$ cat config.mk
export PLATFORM = sky130hd
export DESIGN_NAME = pwm_fade_ctrl_flat
export DESIGN_NICKNAME = d
export VERILOG_FILES = /design/src/rtl/pwm_ctrl_pkg.sv /design/src/rtl/pwm_fade_ctrl_if.sv /design/src/rtl/fade_prescaler.sv /design/src/rtl/pwm_fade_ctrl.sv /design/src/flat_wrapper.sv
export SDC_FILE = /design/constraint.sdc
export NUM_CORES = 1
export LEC_CHECK = 0
export BUFFER_PORTS_ARGS = -buffer_cell sky130_fd_sc_hd__buf_4
export CAP_MARGIN = 20
export CELL_PAD_IN_SITES_DETAIL_PLACEMENT = 0
export CELL_PAD_IN_SITES_GLOBAL_PLACEMENT = 1
export CORE_MARGIN = 3
export CORE_UTILIZATION = 50
export CTS_CLUSTER_SIZE = 20
export DETAILED_ROUTE_END_ITERATION = 12
export GPL_TIMING_DRIVEN = 0
export PLACE_DENSITY_LB_ADDON = 0.1
export SLEW_MARGIN = 20
export SYNTH_ARGS = -nofsm -noshare
export SYNTH_HDL_FRONTEND = slang
export SYNTH_SLANG_ARGS = --single-unit
$ cat constraint.sdc
create_clock -name clk -period 10.1 [get_ports clk]
set_clock_uncertainty 0.15 [all_clocks]
set_input_delay 0.505 -clock clk [delete_from_list [all_inputs] [get_ports clk]]
set_output_delay 0.505 -clock clk [all_outputs]
set_load 0.02 [all_outputs]
$ cat src/rtl/pwm_ctrl_pkg.sv
// Shared definitions for the PWM fade controller: the register map, the ctrl
// bit positions, the FSM state encoding and the single-step duty arithmetic.
package pwm_ctrl_pkg;

    localparam logic [6:0] ADDR_EN_OUT_LO  = 7'h00;
    localparam logic [6:0] ADDR_EN_OUT_HI  = 7'h01;
    localparam logic [6:0] ADDR_EN_PWM_LO  = 7'h02;
    localparam logic [6:0] ADDR_EN_PWM_HI  = 7'h03;
    localparam logic [6:0] ADDR_DUTY       = 7'h04;
    localparam logic [6:0] ADDR_TARGET     = 7'h05;
    localparam logic [6:0] ADDR_STEP       = 7'h06;
    localparam logic [6:0] ADDR_PRESCALE   = 7'h07;
    localparam logic [6:0] ADDR_CTRL       = 7'h08;

    localparam int CTRL_START_BIT = 0;
    localparam int CTRL_LOOP_BIT  = 1;

    typedef enum logic [1:0] {
        ST_IDLE = 2'd0,
        ST_WAIT = 2'd1,
        ST_STEP = 2'd2
    } fade_state_t;

    // One fade step: land on the target when it is within reach, otherwise
    // move by the effective step (a zero step means 1). The arithmetic is
    // 9-bit, and a carry or borrow clamps the result to the rail.
    function automatic logic [7:0] fade_step_toward(input logic [7:0] duty,
                                                    input logic [7:0] target,
                                                    input logic [7:0] step);
        logic [8:0] eff;
        logic [8:0] diff;
        logic [8:0] sum;
        logic [8:0] dif;
        eff  = (step == 8'd0) ? 9'd1 : {1'b0, step};
        diff = (target >= duty) ? ({1'b0, target} - {1'b0, duty})
                                : ({1'b0, duty} - {1'b0, target});
        sum  = {1'b0, duty} + eff;
        dif  = {1'b0, duty} - eff;
        if (diff <= eff)
            return target;
        else if (target > duty)
            return sum[8] ? 8'hFF : sum[7:0];
        else
            return dif[8] ? 8'h00 : dif[7:0];
    endfunction

endpackage

$ cat src/rtl/pwm_fade_ctrl_if.sv
// Host register-write bus from the SPI block into the fade controller.
interface pwm_fade_ctrl_if;
    logic       host_wr;
    logic [6:0] host_addr;
    logic [7:0] host_wdata;

    modport master (output host_wr, output host_addr, output host_wdata);
    modport slave  (input  host_wr, input  host_addr, input  host_wdata);
endinterface

$ cat src/rtl/fade_prescaler.sv
// Fade prescaler: a free-running modulo-(prescale+1)*PRESCALE_UNIT down
// counter. tick marks the last clock of each period; the period value is
// re-read from prescale at every wrap, so a new prescale applies from the
// next period on.
module fade_prescaler #(
    parameter int PRESCALE_UNIT = 256,
    parameter int PRESCALE_W    = 16
) (
    input  logic       clk,
    input  logic       rst_n,
    input  logic       load,
    input  logic       enable,
    input  logic [7:0] prescale,
    output logic       tick
);
    logic [PRESCALE_W-1:0] count;
    logic [PRESCALE_W-1:0] reload;

    assign reload = PRESCALE_W'((32'(prescale) + 32'd1) * 32'(PRESCALE_UNIT) - 32'd1);
    assign tick   = enable && (count == '0);

    // Period counter: load restarts the period, otherwise count down and wrap.
    always_ff @(posedge clk or negedge rst_n) begin
        // NOTE: state is updated with non-blocking assignments only, so every
        // right-hand side reads the value from before this clock edge.
        if (!rst_n)
            count <= '0;
        else if (load)
            count <= reload;
        else if (enable)
            count <= (count == '0) ? reload : count - PRESCALE_W'(1);
    end
endmodule

$ cat src/rtl/pwm_fade_ctrl.sv
// PWM fade controller: host register file plus a WAIT/STEP fade engine that
// walks pwm_duty_cycle toward fade_target once per prescale period.
// Optional feature: define PWM_FADE_LOOP_EN to enable loop (triangle) mode
// through ctrl bit1; without it bit1 always reads back as 0.
module pwm_fade_ctrl
    import pwm_ctrl_pkg::*;
#(
    parameter int PRESCALE_UNIT = 256,
    parameter int PRESCALE_W    = 16
) (
    input  logic                  clk,
    input  logic                  rst_n,
    pwm_fade_ctrl_if.slave        host,
    output logic [7:0]            en_reg_out_7_0,
    output logic [7:0]            en_reg_out_15_8,
    output logic [7:0]            en_reg_pwm_7_0,
    output logic [7:0]            en_reg_pwm_15_8,
    output logic [7:0]            pwm_duty_cycle,
    output logic                  busy,
    output logic                  done
);
    fade_state_t state;
    logic [7:0]  fade_target;
    logic [7:0]  fade_step;
    logic [7:0]  fade_prescale;
    logic [1:0]  ctrl;
`ifdef PWM_FADE_LOOP_EN
    logic [7:0]  origin;
`endif
    logic        start_req;
    logic        tick;
    logic [7:0]  step_next;

    assign start_req = host.host_wr && (host.host_addr == ADDR_CTRL)
                       && host.host_wdata[CTRL_START_BIT];
    assign step_next = fade_step_toward(pwm_duty_cycle, fade_target, fade_step);
    assign busy      = (state != ST_IDLE);

    fade_prescaler #(
        .PRESCALE_UNIT(PRESCALE_UNIT),
        .PRESCALE_W   (PRESCALE_W)
    ) u_prescaler (
        .clk     (clk),
        .rst_n   (rst_n),
        .load    (start_req),
        .enable  (busy),
        .prescale(fade_prescale),
        .tick    (tick)
    );

    // Fade FSM and register file; host writes come last so they win.
    always_ff @(posedge clk or negedge rst_n) begin
        if (!rst_n) begin
            state           <= ST_IDLE;
            en_reg_out_7_0  <= 8'h00;
            en_reg_out_15_8 <= 8'h00;
            en_reg_pwm_7_0  <= 8'h00;
            en_reg_pwm_15_8 <= 8'h00;
            pwm_duty_cycle  <= 8'h00;
            fade_target     <= 8'h00;
            fade_step       <= 8'h00;
            fade_prescale   <= 8'h00;
            ctrl            <= 2'b00;
            done            <= 1'b0;
`ifdef PWM_FADE_LOOP_EN
            origin          <= 8'h00;
`endif
        end else begin
            done <= 1'b0;

            case (state)
                ST_IDLE: ;
                ST_WAIT: if (tick && ctrl[CTRL_START_BIT]) state <= ST_STEP;
                ST_STEP: begin
                    pwm_duty_cycle <= step_next;
                    if (step_next != fade_target) begin
                        state <= ST_WAIT;
                    end else if (ctrl[CTRL_LOOP_BIT]) begin
`ifdef PWM_FADE_LOOP_EN
                        fade_target <= origin;
                        origin      <= fade_target;
`endif
                        state <= ST_WAIT;
                    end else begin
                        done                 <= 1'b1;
                        ctrl[CTRL_START_BIT] <= 1'b0;
                        state                <= ST_IDLE;
                    end
                end
                default: state <= ST_IDLE;
            endcase

            // NOTE: these assignments follow the FSM on purpose; the last
            // non-blocking assignment to a register wins, which gives the
            // host priority over a same-cycle STEP.
            if (host.host_wr) begin
                case (host.host_addr)
                    ADDR_EN_OUT_LO: en_reg_out_7_0  <= host.host_wdata;
                    ADDR_EN_OUT_HI: en_reg_out_15_8 <= host.host_wdata;
                    ADDR_EN_PWM_LO: en_reg_pwm_7_0  <= host.host_wdata;
                    ADDR_EN_PWM_HI: en_reg_pwm_15_8 <= host.host_wdata;
                    ADDR_DUTY: begin
                        pwm_duty_cycle <= host.host_wdata;
                        done           <= 1'b0;
                        state          <= ST_IDLE;
                    end
                    ADDR_TARGET:   fade_target   <= host.host_wdata;
                    ADDR_STEP:     fade_step     <= host.host_wdata;
                    ADDR_PRESCALE: fade_prescale <= host.host_wdata;
                    ADDR_CTRL: begin
                        ctrl[CTRL_START_BIT] <= host.host_wdata[CTRL_START_BIT];
`ifdef PWM_FADE_LOOP_EN
                        ctrl[CTRL_LOOP_BIT]  <= host.host_wdata[CTRL_LOOP_BIT];
`else
                        ctrl[CTRL_LOOP_BIT]  <= 1'b0;
`endif
                        done <= 1'b0;
                        if (host.host_wdata[CTRL_START_BIT]) begin
`ifdef PWM_FADE_LOOP_EN
                            origin <= pwm_duty_cycle;
`endif
                            state <= ST_WAIT;
                        end else begin
                            state <= ST_IDLE;
                        end
                    end
                    default: ;
                endcase
            end
        end
    end
endmodule

$ cat src/flat_wrapper.sv
// flat-port wrapper written by rule: the top's interface ports become plain ports
module pwm_fade_ctrl_flat import pwm_ctrl_pkg::*;
#(
    parameter int PRESCALE_UNIT = 256,
    parameter int PRESCALE_W    = 16
)
  (clk, rst_n, en_reg_out_7_0, en_reg_out_15_8, en_reg_pwm_7_0, en_reg_pwm_15_8, pwm_duty_cycle, busy, done, host_host_wr, host_host_addr, host_host_wdata);
  pwm_fade_ctrl_if host_i ();
  input  logic clk;
  input  logic rst_n;
  output logic [7:0] en_reg_out_7_0;
  output logic [7:0] en_reg_out_15_8;
  output logic [7:0] en_reg_pwm_7_0;
  output logic [7:0] en_reg_pwm_15_8;
  output logic [7:0] pwm_duty_cycle;
  output logic busy;
  output logic done;
  input wire logic [$bits(host_i.host_wr)-1:0] host_host_wr;
  input wire logic [$bits(host_i.host_addr)-1:0] host_host_addr;
  input wire logic [$bits(host_i.host_wdata)-1:0] host_host_wdata;
  assign host_i.host_wr = host_host_wr;
  assign host_i.host_addr = host_host_addr;
  assign host_i.host_wdata = host_host_wdata;
  pwm_fade_ctrl #(.PRESCALE_UNIT(PRESCALE_UNIT), .PRESCALE_W(PRESCALE_W)) u_core (.clk(clk), .rst_n(rst_n), .host(host_i), .en_reg_out_7_0(en_reg_out_7_0), .en_reg_out_15_8(en_reg_out_15_8), .en_reg_pwm_7_0(en_reg_pwm_7_0), .en_reg_pwm_15_8(en_reg_pwm_15_8), .pwm_duty_cycle(pwm_duty_cycle), .busy(busy), .done(done));
endmodule
## Yosys cells after proc, flatten, opt, wreduce, memory -nomap -nowiden

Cells that the tools add are included.

| cells by class | value |
|---|---|
| add/subtract/negate cells | 7 |
| $lt $le $gt $ge | 3 |
| equal/unequal tests | 11 |
| mux-type cells | 26 |
| reduce and logical (&&, ||, !) cells | 18 |

Operators with widths:

| operator | number |
|---|---|
| $mux 8 | 8 |
| $mux 16 | 3 |
| $sub 16x1->16 const B | 2 |
| $eq 7x3->1 const B | 4 |
| $sub 8x8->9 | 2 |
| $logic_not 16->1 | 1 |
| $eq 7x2->1 const B | 2 |
| $reduce_and 2->1 | 7 |
| $mux 1 | 10 |
| $add 8x9->9 | 1 |
| $le 9x9->1 | 1 |
| $mux 9 | 1 |
| $sub 8x9->9 | 1 |
| $add 8x1->8 const B | 1 |
| $ge 8x8->1 | 1 |
| $gt 8x8->1 | 1 |
| $logic_not 8->1 | 1 |
| $ne 8x8->1 | 1 |
| $eq 7x1->1 const B | 1 |
| $eq 7x4->1 const B | 1 |
| $logic_not 7->1 | 1 |
| $pmux 2 s3 | 1 |
| $logic_and 1x1->1 | 4 |
| $mux 2 | 2 |
| other kinds (6) | 7 |

| word-level totals | value |
|---|---|
| bits in registers | 84 |
| word-level logic and storage cells | 77 |

## Longest topological paths before layout

Gate-level depths: netlist of run 1.

| logic depth | value |
|---|---|
| word-level depth | 11 |
| mapped depth | 24 |

## Modules after synthesis

A second synthesis of run 1 with hierarchy kept.

| second synthesis, totals | value |
|---|---|
| cells, all modules | 630 |
| area, all modules | 6,162.2 µm² |

By module, submodules not included:

| module | times used | cells each | area an instance (µm²) |
|---|---|---|---|
| pwm_fade_ctrl | 1 | 467 | 4,817.1 |
| fade_prescaler | 1 | 163 | 1,345.0 |

## Least setup slack after synthesis of run 1

Ideal clock, no wire load.

| path | value |
|---|---|
| kind | reg-to-reg |
| start point | register u_core.pwm_duty_cycle[1] |
| end point | register u_core.pwm_duty_cycle[5] |
| setup time | 0.125 ns |
| data arrival time | 4.665 ns |
| required time | 9.825 ns |
| setup slack | 5.160 ns |
| stages on the path, launching flop included | 22 |
| buffers on the path | 2 |
| cell sequence | dfrtp_1 > inv_1 > ha_1 > nor2b_1 > o21bai_1 > a41oi_2 > a211oi_2 > buf_2 > mux2i_1 > o221ai_1 > a221oi_1 > o21ai_1 > xnor2_1 > ha_1 > nor2b_1 > o31a_1 > o22ai_1 > o311a_1 > buf_2 > mux2i_1 > o21ai_1 > mux2_2 |

| between the ends | value |
|---|---|
| word-level cells in the longest chain between the ends | 7 |

Ends and longest elaborated chain:

| element | RTL line | RTL |
|---|---|---|
| from (decl) | pwm_fade_ctrl.sv:18 | `output logic [7:0] pwm_duty_cycle,` |
| from (signal assigned) | pwm_fade_ctrl.sv:75 | `pwm_duty_cycle <= step_next;` |
| from (signal assigned) | pwm_fade_ctrl.sv:103 | `pwm_duty_cycle <= host.host_wdata;` |
| $sub 8x8->9, or another cell as far along | pwm_ctrl_pkg.sv:36 | `: ({1'b0, duty} - {1'b0, target});` |
| $mux 9, or another cell as far along | pwm_ctrl_pkg.sv:35 | `diff = (target >= duty) ? ({1'b0, target} - {1'b0, duty})` |
| $le 9x9->1 or $mux 8 (tied branches) | pwm_ctrl_pkg.sv:39, pwm_ctrl_pkg.sv:41 |  |
| $mux 8 * | pwm_ctrl_pkg.sv:39 | `if (diff <= eff)` |
| $mux 8 * | pwm_fade_ctrl.sv:71 | `case (state)` |
| $mux 8 | pwm_fade_ctrl.sv:97 | `case (host.host_addr)` |
| $mux 8 * | pwm_fade_ctrl.sv:96 | `if (host.host_wr) begin` |

Every way passes the cells marked *; elsewhere a longest branch is shown, timed or not.
A chain may end at the register's enable or synchronous reset.

## Final worst setup path of run 1

Ends and elaborated chain as after synthesis.

==> flow_summary.toml, run 1 <==
[worst_hold_path]
hp-class = "input pin to async pin"

[placed_design]
placed_area_um2 = 6730
io_buffers = 56
dpl.hpwl_um = 12530
place_congestion = 0.9157

[logic_synthesis]
synth_fp_nets = 718
yosys-top-cells-area = "dfrtp_1 34%, mux2_2 10%, ha_1 8.8%"
synth_cells = 653
yosysTopAreaCell = "dfrtp_1"
yosysMostFrequentCell = "dfrtp_1"
postSynth.asyncResetShare_pct = 100.0
ys_top_cells_by_count = "84 x dfrtp_1, 56 x mux2_2, 49 x nand2_1"
yosysSeqAreaShare_pct = 34.29
synth_edf_count = 0
ys_ff_latch = 84
yosysWarnings = 0
yosysTopAreaCellShare_pct = 34.29
yosysUniqueCellTypes = 79
synthFlopType = "dfrtp_1"
syn-mean-instance-area_um2 = 9.389
syn-cell-area_um2 = 6131

[grt]
antenna_found_initial = 0
grt_max_degree = 85
gr-usage-all-layers_pct = 25.29
overflow = 0
grt_pass1_vias = 4904
grt_pass1_wl_um = 26540

[cells_and_area]
layout-drive-gt1-share_pct = 21.79
design_area_um2 = 7044
num_antenna_cells = 0
n_fill_cell = 1041
fin_nets = 785
area_growth_pct = 14.90
fin_util_pct = 60.15

[clock_tree]
numClockSinks = 84
clockBufferDepth = 2
cts_max_level = 3
hold_buffers = 0
clk_latency_ns = 0.34
tritoncts = "yes"
cts_made_buffers = 9
clk_pin_slew_ns = 0.06
clock-root-buffer = "clkbuf_16"
post-cts-setup-buffers = 0
cts_resized = 0

[timing]
worstMarginPinSlew_ns = 0.7507
setup_tns_ns = 0
fin_crit_ns = 5.749
fmax_mhz = 173.9
setup_violations = 0
drv_slew = 0
rsz0062_at_grt = "no"
fin_crit_sh_pct = 56.92
relSlewSlack_pct = 49.62
hold_viol_final = 0

[die]
num_io_pins = 60
rows = 39
die_area_um2 = 13630
core_area_um2 = 11710
die_x_um = 116.7
start_util_pct = 52.35
die_y_um = 116.7

[setup_path]
cpPeakStageDelay_ns = 0.65
reg2reg_slack_ns = 4.35
worstSetupPathType = "flop to flop"
cp_max_fo = 10
crit_path_start_kind = "flop"
required_ns = 10.17
critPathSlowestCell = "dfrtp_1"
worstReg2RegStart = "u_core.pwm_duty_cycle[1]"
endpoint_kind = "flop"
arrival_ns = 5.82
worst-r2r-cell-count = 21
cp_cell_sequence = "inv_1 > ha_1 > nor2b_1 > o21bai_1 > a41oi_2 > a211oi_2 > buf_2 > mux2i_1 > o221ai_1 > a221oi_1 > o21ai_1 > xnor2_1 > ha_1 > nor2b_1 > o31a_1 > o22ai_1 > o311a_1 > buf_2 > mux2i_1 > o21ai_1 > mux2_2"
r2r-end = "u_core.pwm_duty_cycle[5]"

[routing]
vias = 5227
drcViolationCount = 0
wl_um = 16580
first_pass_iters = 5
final_antenna_net_count = 0
drt_iter0_drc = 334
vias_per_cell = 6.022
wl_per_cell_um = 19.10

[power]
power_mw = 1.166
power_density_nw_per_um2 = 165.5
ir_worst_vdd_uv = 135.8
p_leak_nw = 3.296

[run_status]
status = "completed"

[run]
drv_cap = 0
[area by class of cell]
type                       instances  area (um^2)  area share (%)
buffer                            26        125.1           1.776
tap                              143        178.9           2.540
inverter                          49        183.9           2.611
timing repair buffer              56        424.2           6.021
clock inverter                     6        71.32           1.012
clock buffer                      10        239.0           3.393
multi-input combinational        494         3720           52.81
sequential                        84         2102           29.84
[critical path, delay by kind of cell, from the launching register on]
kind | cells | cell delay (ns)
AO/OA/AOI/OAI | 10 | 2.25
buffers and inverters | 3 | 0.77
multiplexers | 3 | 0.70
flip-flops | 1 | 0.65
adder cells (fa/ha/maj) | 2 | 0.65
AND/OR/NAND/NOR | 2 | 0.29
XOR/XNOR | 1 | 0.18
[power by group]
part	switching [mW]	leakage, nW	internal, mW
combinational	0.249	2.09	0.181
clock	0.137	0.145	0.200
sequential	0.0344	1.06	0.364
[metal layers]
| metal | vias up | wire length [um] | share of wire (%) | global-route usage (%) |
|---|---|---|---|---|
| met4 | 0 | 130 | 0.78 | 3.440 |
| li1 | 2497 | - | - | - |
| met5 | - | 0 | 0 | 0 |
| met3 | 14 | 936 | 5.6 | 4.611 |
| met1 | 2585 | 7817 | 47 | 37.65 |
| met2 | 131 | 7696 | 46 | 39.51 |
[sequential cells by signal, indices dropped and copies added (netlist names)]
register and count:
u_core.ctrl 1, u_core.done 1, u_core.en_reg_out_15_8 8, u_core.en_reg_out_7_0 8, u_core.en_reg_pwm_15_8 8, u_core.en_reg_pwm_7_0 8
u_core.fade_prescale 8, u_core.fade_step 8, u_core.fade_target 8, u_core.pwm_duty_cycle 8, u_core.state 2, u_core.u_prescaler.count 16
[kinds of logic after synthesis]
group / Yosys count / synth area share [%]
fa+ha+maj: 47 / 10.08
flops: 84 / 34.29
buf+inv: 75 / 5.041
simple gates: 192 / 16.27
xor+xnor: 28 / 4.449
mux: 65 / 11.76
compound gates: 162 / 18.12
[through the flow]
stage               hold WS, ns  setup WS, ns  std cells
floorplan               0.05941         5.160        653
global placement         0.3407         4.440        852
detailed placement       0.3471         4.416        852
CTS                      0.2466         4.382        868
global route             0.1101         3.974        868
finish                  0.05747         4.351        868
[cells in the final DEF (no fill, tap or decap), types with 4 or more instances in the layout]
cell	instances
nor2_1	47
mux2_2	56
nand3_1	16
nor3_1	8
ha_1	43
nand2b_1	5
and3_1	7
a21o_1	8
o311ai_1	4
xnor2_1	13
xor2_1	13
fa_1	4
a31oi_1	8
buf_4	58
o21ai_1	5
inv_1	46
a211oi_1	7
buf_2	7
nand3b_1	6
a21oi_1	42
nor2b_1	9
clkbuf_1	15
o21ai_0	29
o22ai_1	5
dfrtp_1	84
nand4_1	9
o21bai_1	5
nor4_1	4
mux2i_1	9
or3_1	7
nand2_1	49
and2_1	4
clkbuf_16	9
[how the worst max path moves through the flow]
stage               slack, ns                        to                     start
finish                   4.35  u_core.pwm_duty_cycle[5]  u_core.pwm_duty_cycle[1]
global route             3.97  u_core.pwm_duty_cycle[5]  u_core.pwm_duty_cycle[1]
CTS                      4.38  u_core.pwm_duty_cycle[5]  u_core.pwm_duty_cycle[1]
detailed placement       4.42  u_core.pwm_duty_cycle[5]  u_core.pwm_duty_cycle[1]
global placement         4.44  u_core.pwm_duty_cycle[5]  u_core.pwm_duty_cycle[1]
floorplan                5.16  u_core.pwm_duty_cycle[5]  u_core.pwm_duty_cycle[1]
No activity file was read; power rests on OpenSTA's default activity.
==> run 2, diff against run 1 <==
Settings changed: CORE_UTILIZATION 50 to 47.
Clock period 10.1 ns to 6 ns, I/O delays scaled along.
==> flow_summary.toml, run 2 (synthesized netlist as in run 1, its figures left out) <==
[die]
rows = 41
die_area_um2 = 14450
die_x_um = 120.2
num_io_pins = 60
die_y_um = 120.2
start_util_pct = 48.39
core_area_um2 = 12670

[grt]
grt_pass1_vias = 5035
gr-usage-all-layers_pct = 23.70
overflow = 0
grt_pass1_wl_um = 27210
antenna_found_initial = 0
grt_max_degree = 85

[routing]
wl_per_cell_um = 18.63
vias = 5092
first_pass_iters = 5
drcViolationCount = 0
vias_per_cell = 5.677
drt_iter0_drc = 329
wl_um = 16710
final_antenna_net_count = 0

[placed_design]
dp_slack_ns = 0.2763
place_congestion = 0.9205
dpl.hpwl_um = 12680
io_buffers = 56

[cells_and_area]
fin_util_pct = 56.06
layout-drive-gt1-share_pct = 21.79
largest_reg_flops = 16
fin_nets = 786
final_cell_mix = "83 x dfrtp_1, 58 x buf_4, 56 x mux2_2"
area_growth_pct = 15.86
num_antenna_cells = 0
layout_commonest_cell = "dfrtp_1"
top_register = "u_core.u_prescaler.count"

[worst_hold_path]
holdCritStartpoint = "host_host_wdata[7]"
hp-class = "input pin to flop"

[setup_path]
cpPeakStageDelay_ns = 0.51
setup.worst_path.start = "u_core.pwm_duty_cycle[1]"
cp_max_fo = 10
required_ns = 6.07
cp_cell_sequence = "inv_1 > ha_1 > nor2b_1 > o21bai_1 > a41oi_2 > a211oi_4 > buf_2 > mux2i_1 > o221ai_1 > a221oi_1 > o21ai_1 > xnor2_1 > ha_1 > nand4_1 > a21oi_1 > o31a_1 > o22ai_1 > o311a_1 > buf_2 > mux2i_1 > o21ai_1 > mux2_2"
endpoint_kind = "flop"
crit_path_start_kind = "flop"
worstSetupPathType = "flop to flop"
critPathSlowestCell = "dfrtp_2"
arrival_ns = 5.67
worstReg2RegStart = "u_core.pwm_duty_cycle[1]"

[run]
drv_cap = 0

[power]
ir_worst_vdd_uv = 196.2
power_density_nw_per_um2 = 279.7
p_leak_nw = 3.306

[run_status]
status = "completed"

[timing]
fmax_mhz = 178.4
relSlewSlack_pct = 48.97
hold_viol_final = 0
drv_slew = 0
setup_tns_ns = 0
setup_violations = 0
fin_crit_ns = 5.605
worstMarginPinSlew_ns = 0.7655
fin_ws_ns = 0.3947
fin_crit_sh_pct = 93.42
rsz0062_at_grt = "no"

[clock_tree]
clk_latency_ns = 0.33
clk_pin_slew_ns = 0.06
clock-root-buffer = "clkbuf_16"
clockBufferDepth = 2
tritoncts = "yes"
numClockSinks = 84
cts_made_buffers = 9
cts_max_level = 3
[run 2: cell types whose count changed in the layout (fill, tap and decap cells not counted), sizes merged]
cell / previous run / this run
clkbuf: 25 / 24
bufinv: 1 / 2
dlygate4sd3: 0 / 1
clkinv: 4 / 3
[run 2: metal layers]
metal | routed length [um] | global-route usage (%) | part of all wire (%)
met3 | 655 | 4.584 | 3.9
met1 | 8097 | 34.02 | 48
met4 | 144 | 4.320 | 0.86
met5 | 0 | 0 | 0
met2 | 7810 | 37.93 | 47
[run 2: what timing repair did]
item                       4_1_cts  5_1_grt
gates resized for setup          0        2
hold endpoints to repair         0       84
buffers inserted                 0        0
setup endpoints to repair        0       10
hold buffers                     0        1
[run 2: worst paths after layout]
path | endpoint | slack (ns) | depth (start not counted)
max in group asynchronous | u_core.en_reg_pwm_7_0[0] | 4.74 | 2
min reg2reg | u_core.en_reg_pwm_7_0[1] | 0.36 | 1
max reg2reg | u_core.pwm_duty_cycle[5] | 0.39 | 22
max | u_core.pwm_duty_cycle[5] | 0.39 | 22
min in group asynchronous | u_core.u_prescaler.count[2] | 0.42 | 2
min | u_core.en_reg_out_7_0[7] | 0.13 | 2
[run 2: final cells by class]
cell class                 instances  area (um^2)
buffer                            26        125.1
clock buffer                       9        225.2
clock inverter                     6        88.84
fill                            1183         5568
inverter                          49        183.9
multi-input combinational        494         3727
sequential                        84         2103
tap                              172        215.2
timing repair buffer              57        434.2
[run 2: per-stage QoR]
step	hold WS (ns)	std cells	cell area, um^2	power (mW)
6_report	0.1258	897	7103	1.987
5_1_grt	0.1213	897	7103	2.106
4_1_cts	0.05109	896	7081	1.992
3_5_place_dp	0.3469	881	6766	1.401
3_3_place_gp	0.3419	881	6766	1.382
2_1_floorplan	-0.1456	653	6131	1.180
[run 2: power breakdown]
part           internal, mW  switching (mW)
combinational         0.308           0.423
clock                 0.363           0.222
sequential            0.614          0.0574
total                  1.28           0.702
[run 2: worst max-delay path: cells and delay by family, from the launching register on]
kind | cells | cell delay [ns]
adders and majority gates | 2 | 0.65
DFF | 1 | 0.51
buffers and inverters | 3 | 0.70
xor gates and xnor gates | 1 | 0.23
and+or+nand+nor | 2 | 0.27
AOI/OAI and AO/OA | 11 | 2.27
muxes | 3 | 0.70
==> run 3, diff against run 2 <==
==> constraint.sdc (replaced) <==
create_clock -name clk -period 6 [get_ports clk]
set_clock_uncertainty 0.15 [all_clocks]
set_input_delay 1.2 -clock clk [delete_from_list [all_inputs] [get_ports clk]]
set_output_delay 1.2 -clock clk [all_outputs]
set_load 0.02 [all_outputs]
==> flow_summary.toml, run 3 (synthesized netlist as in run 1, its figures left out) <==
[timing]
relSlewSlack_pct = 49.11
setup_tns_ns = 0
setup_violations = 0
fmax_mhz = 178.2
fin_crit_sh_pct = 93.50
rsz0062_at_grt = "no"
worstMarginPinSlew_ns = 0.7633
fin_crit_ns = 5.610
hold_viol_final = 0
drv_slew = 0
worst_hold_slack_ns = 0.3579

[die]
rows = 41
die_x_um = 120.2
core_area_um2 = 12670
num_io_pins = 60
die_y_um = 120.2
start_util_pct = 48.39
die_area_um2 = 14450

[run_status]
status = "completed"

[grt]
grt_max_degree = 85
grt_pass1_wl_um = 27210
gr-usage-all-layers_pct = 23.70
overflow = 0
antenna_found_initial = 0
grt_pass1_vias = 5035

[setup_path]
critPathSlowestCell = "dfrtp_2"
cp_cell_sequence = "inv_1 > ha_1 > nor2b_1 > o21bai_1 > a41oi_2 > a211oi_4 > buf_2 > mux2i_1 > o221ai_1 > a221oi_1 > o21ai_1 > xnor2_1 > ha_1 > nand4_1 > a21oi_1 > o31a_1 > o22ai_1 > o311a_1 > buf_2 > mux2i_1 > o21ai_1 > mux2_2"
worstSetupPathType = "flop to flop"
arrival_ns = 5.68
critPathTopFamily = "compound AO/OA/AOI/OAI gates"
crit_path_start_kind = "flop"
cp_max_fo = 10
cpPeakStageDelay_ns = 0.51
endpoint_kind = "flop"
required_ns = 6.07
cp_num_buf_inv = 3

[power]
power_mw = 1.986
p_leak_nw = 3.302
combPwrFrac_pct = 36.8
ir_worst_vdd_uv = 196.2
p_sw_share_pct = 35.36
switchingPower_mw = 0.7023
power_density_nw_per_um2 = 280.0
clkPwrFrac_pct = 29.4
p_int_mw = 1.284
seqPwrFrac_pct = 33.8

[cells_and_area]
layout-drive-gt1-share_pct = 21.82
num_antenna_cells = 0
layout_commonest_cell = "dfrtp_1"
multiInputGateArea_um2 = 3727
top_register = "u_core.u_prescaler.count"
regArea_um2 = 2103
area_growth_pct = 15.69
design_area_um2 = 7093
final_cell_mix = "83 x dfrtp_1, 58 x buf_4, 56 x mux2_2"
final_cells = 896
fin_nets = 785
largest_reg_flops = 16
n_fill_cell = 1184

[clock_tree]
clockBufferDepth = 2
clock-root-buffer = "clkbuf_16"
cts_made_buffers = 9
hold_buffers = 0
numClockSinks = 84
clk_latency_ns = 0.33
tritoncts = "yes"
clk_pin_slew_ns = 0.06
cts_max_level = 3

[run]
drv_cap = 0

[routing]
vias_per_cell = 5.714
first_pass_iters = 5
wl_per_cell_um = 18.71
final_antenna_net_count = 0
wl_um = 16760
drcViolationCount = 0
vias = 5120
drt_iter0_drc = 328

[placed_design]
placed_area_um2 = 6766
io_buffers = 56
dpl.hpwl_um = 12680
place_congestion = 0.9205
placed_cells = 881

[worst_hold_path]
hp-class = "flop to flop"
==> run 3: changes by cell type in the layout (fill, tap and decap cells not counted), sizes merged <==
cell	previous run	this run
dlygate4sd3	1	0
==> run 3: power by group through the flow <==
| stage | registers, mW | clock network [mW] | logic [mW] |
|---|---|---|---|
| 2_1_floorplan | 0.688 | 0 | 0.493 |
| 3_3_place_gp | 0.678 | 0 | 0.705 |
| 3_5_place_dp | 0.681 | 0 | 0.720 |
| 4_1_cts | 0.671 | 0.596 | 0.724 |
| 5_1_grt | 0.679 | 0.622 | 0.805 |
| 6_report | 0.671 | 0.585 | 0.730 |
==> run 3: area by class of cell <==
cell class	count	share of cell area (%)
plain buffers	26	1.764
repair buffers	56	5.980
well taps	172	3.034
clock buffers	9	3.175
flip-flops and latches	84	29.65
multi-input cells	494	52.55
clock inverters	6	1.252
inverters	49	2.593
==> run 3: final timing paths <==
path | endpoint | cells after the start | from | slack, ns
min in group asynchronous | u_core.u_prescaler.count[2] | 1 | rst_n | 0.74
setup / recovery | u_core.pwm_duty_cycle[5] | 22 | u_core.pwm_duty_cycle[1] | 0.39
max in group asynchronous | u_core.en_reg_out_15_8[4] | 1 | rst_n | 4.42
hold reg to reg | u_core.en_reg_pwm_7_0[1] | 1 | u_core.en_reg_pwm_7_0[1] | 0.36
hold / removal | u_core.en_reg_pwm_7_0[1] | 1 | u_core.en_reg_pwm_7_0[1] | 0.36
setup reg to reg | u_core.pwm_duty_cycle[5] | 22 | u_core.pwm_duty_cycle[1] | 0.39
==> run 3: per-layer routing <==
layer | vias to the layer above | track usage (%) | wire, um
li1 | 2498 | - | -
met1 | 2501 | 34.02 | 8029
met2 | 110 | 37.93 | 7907
met3 | 11 | 4.584 | 674
met4 | 0 | 4.320 | 153
met5 | - | 0 | 0
==> run 3: repair_timing <==
action / 4_1_cts / 5_1_grt
endpoints found under the setup margin: 0 / 10
gates resized for setup: 0 / 2
setup buffers: 0 / 0
==> run 3: per-stage QoR <==
| stage | setup slack [ns] | utilization [%] |
|---|---|---|
| finish | 0.3898 | 55.98 |
| global route | 0.02534 | 55.98 |
| CTS | 0.2401 | 55.88 |
| detailed placement | 0.2763 | 53.40 |
| global placement | 0.3161 | 53.40 |
| floorplan | 1.060 | - |
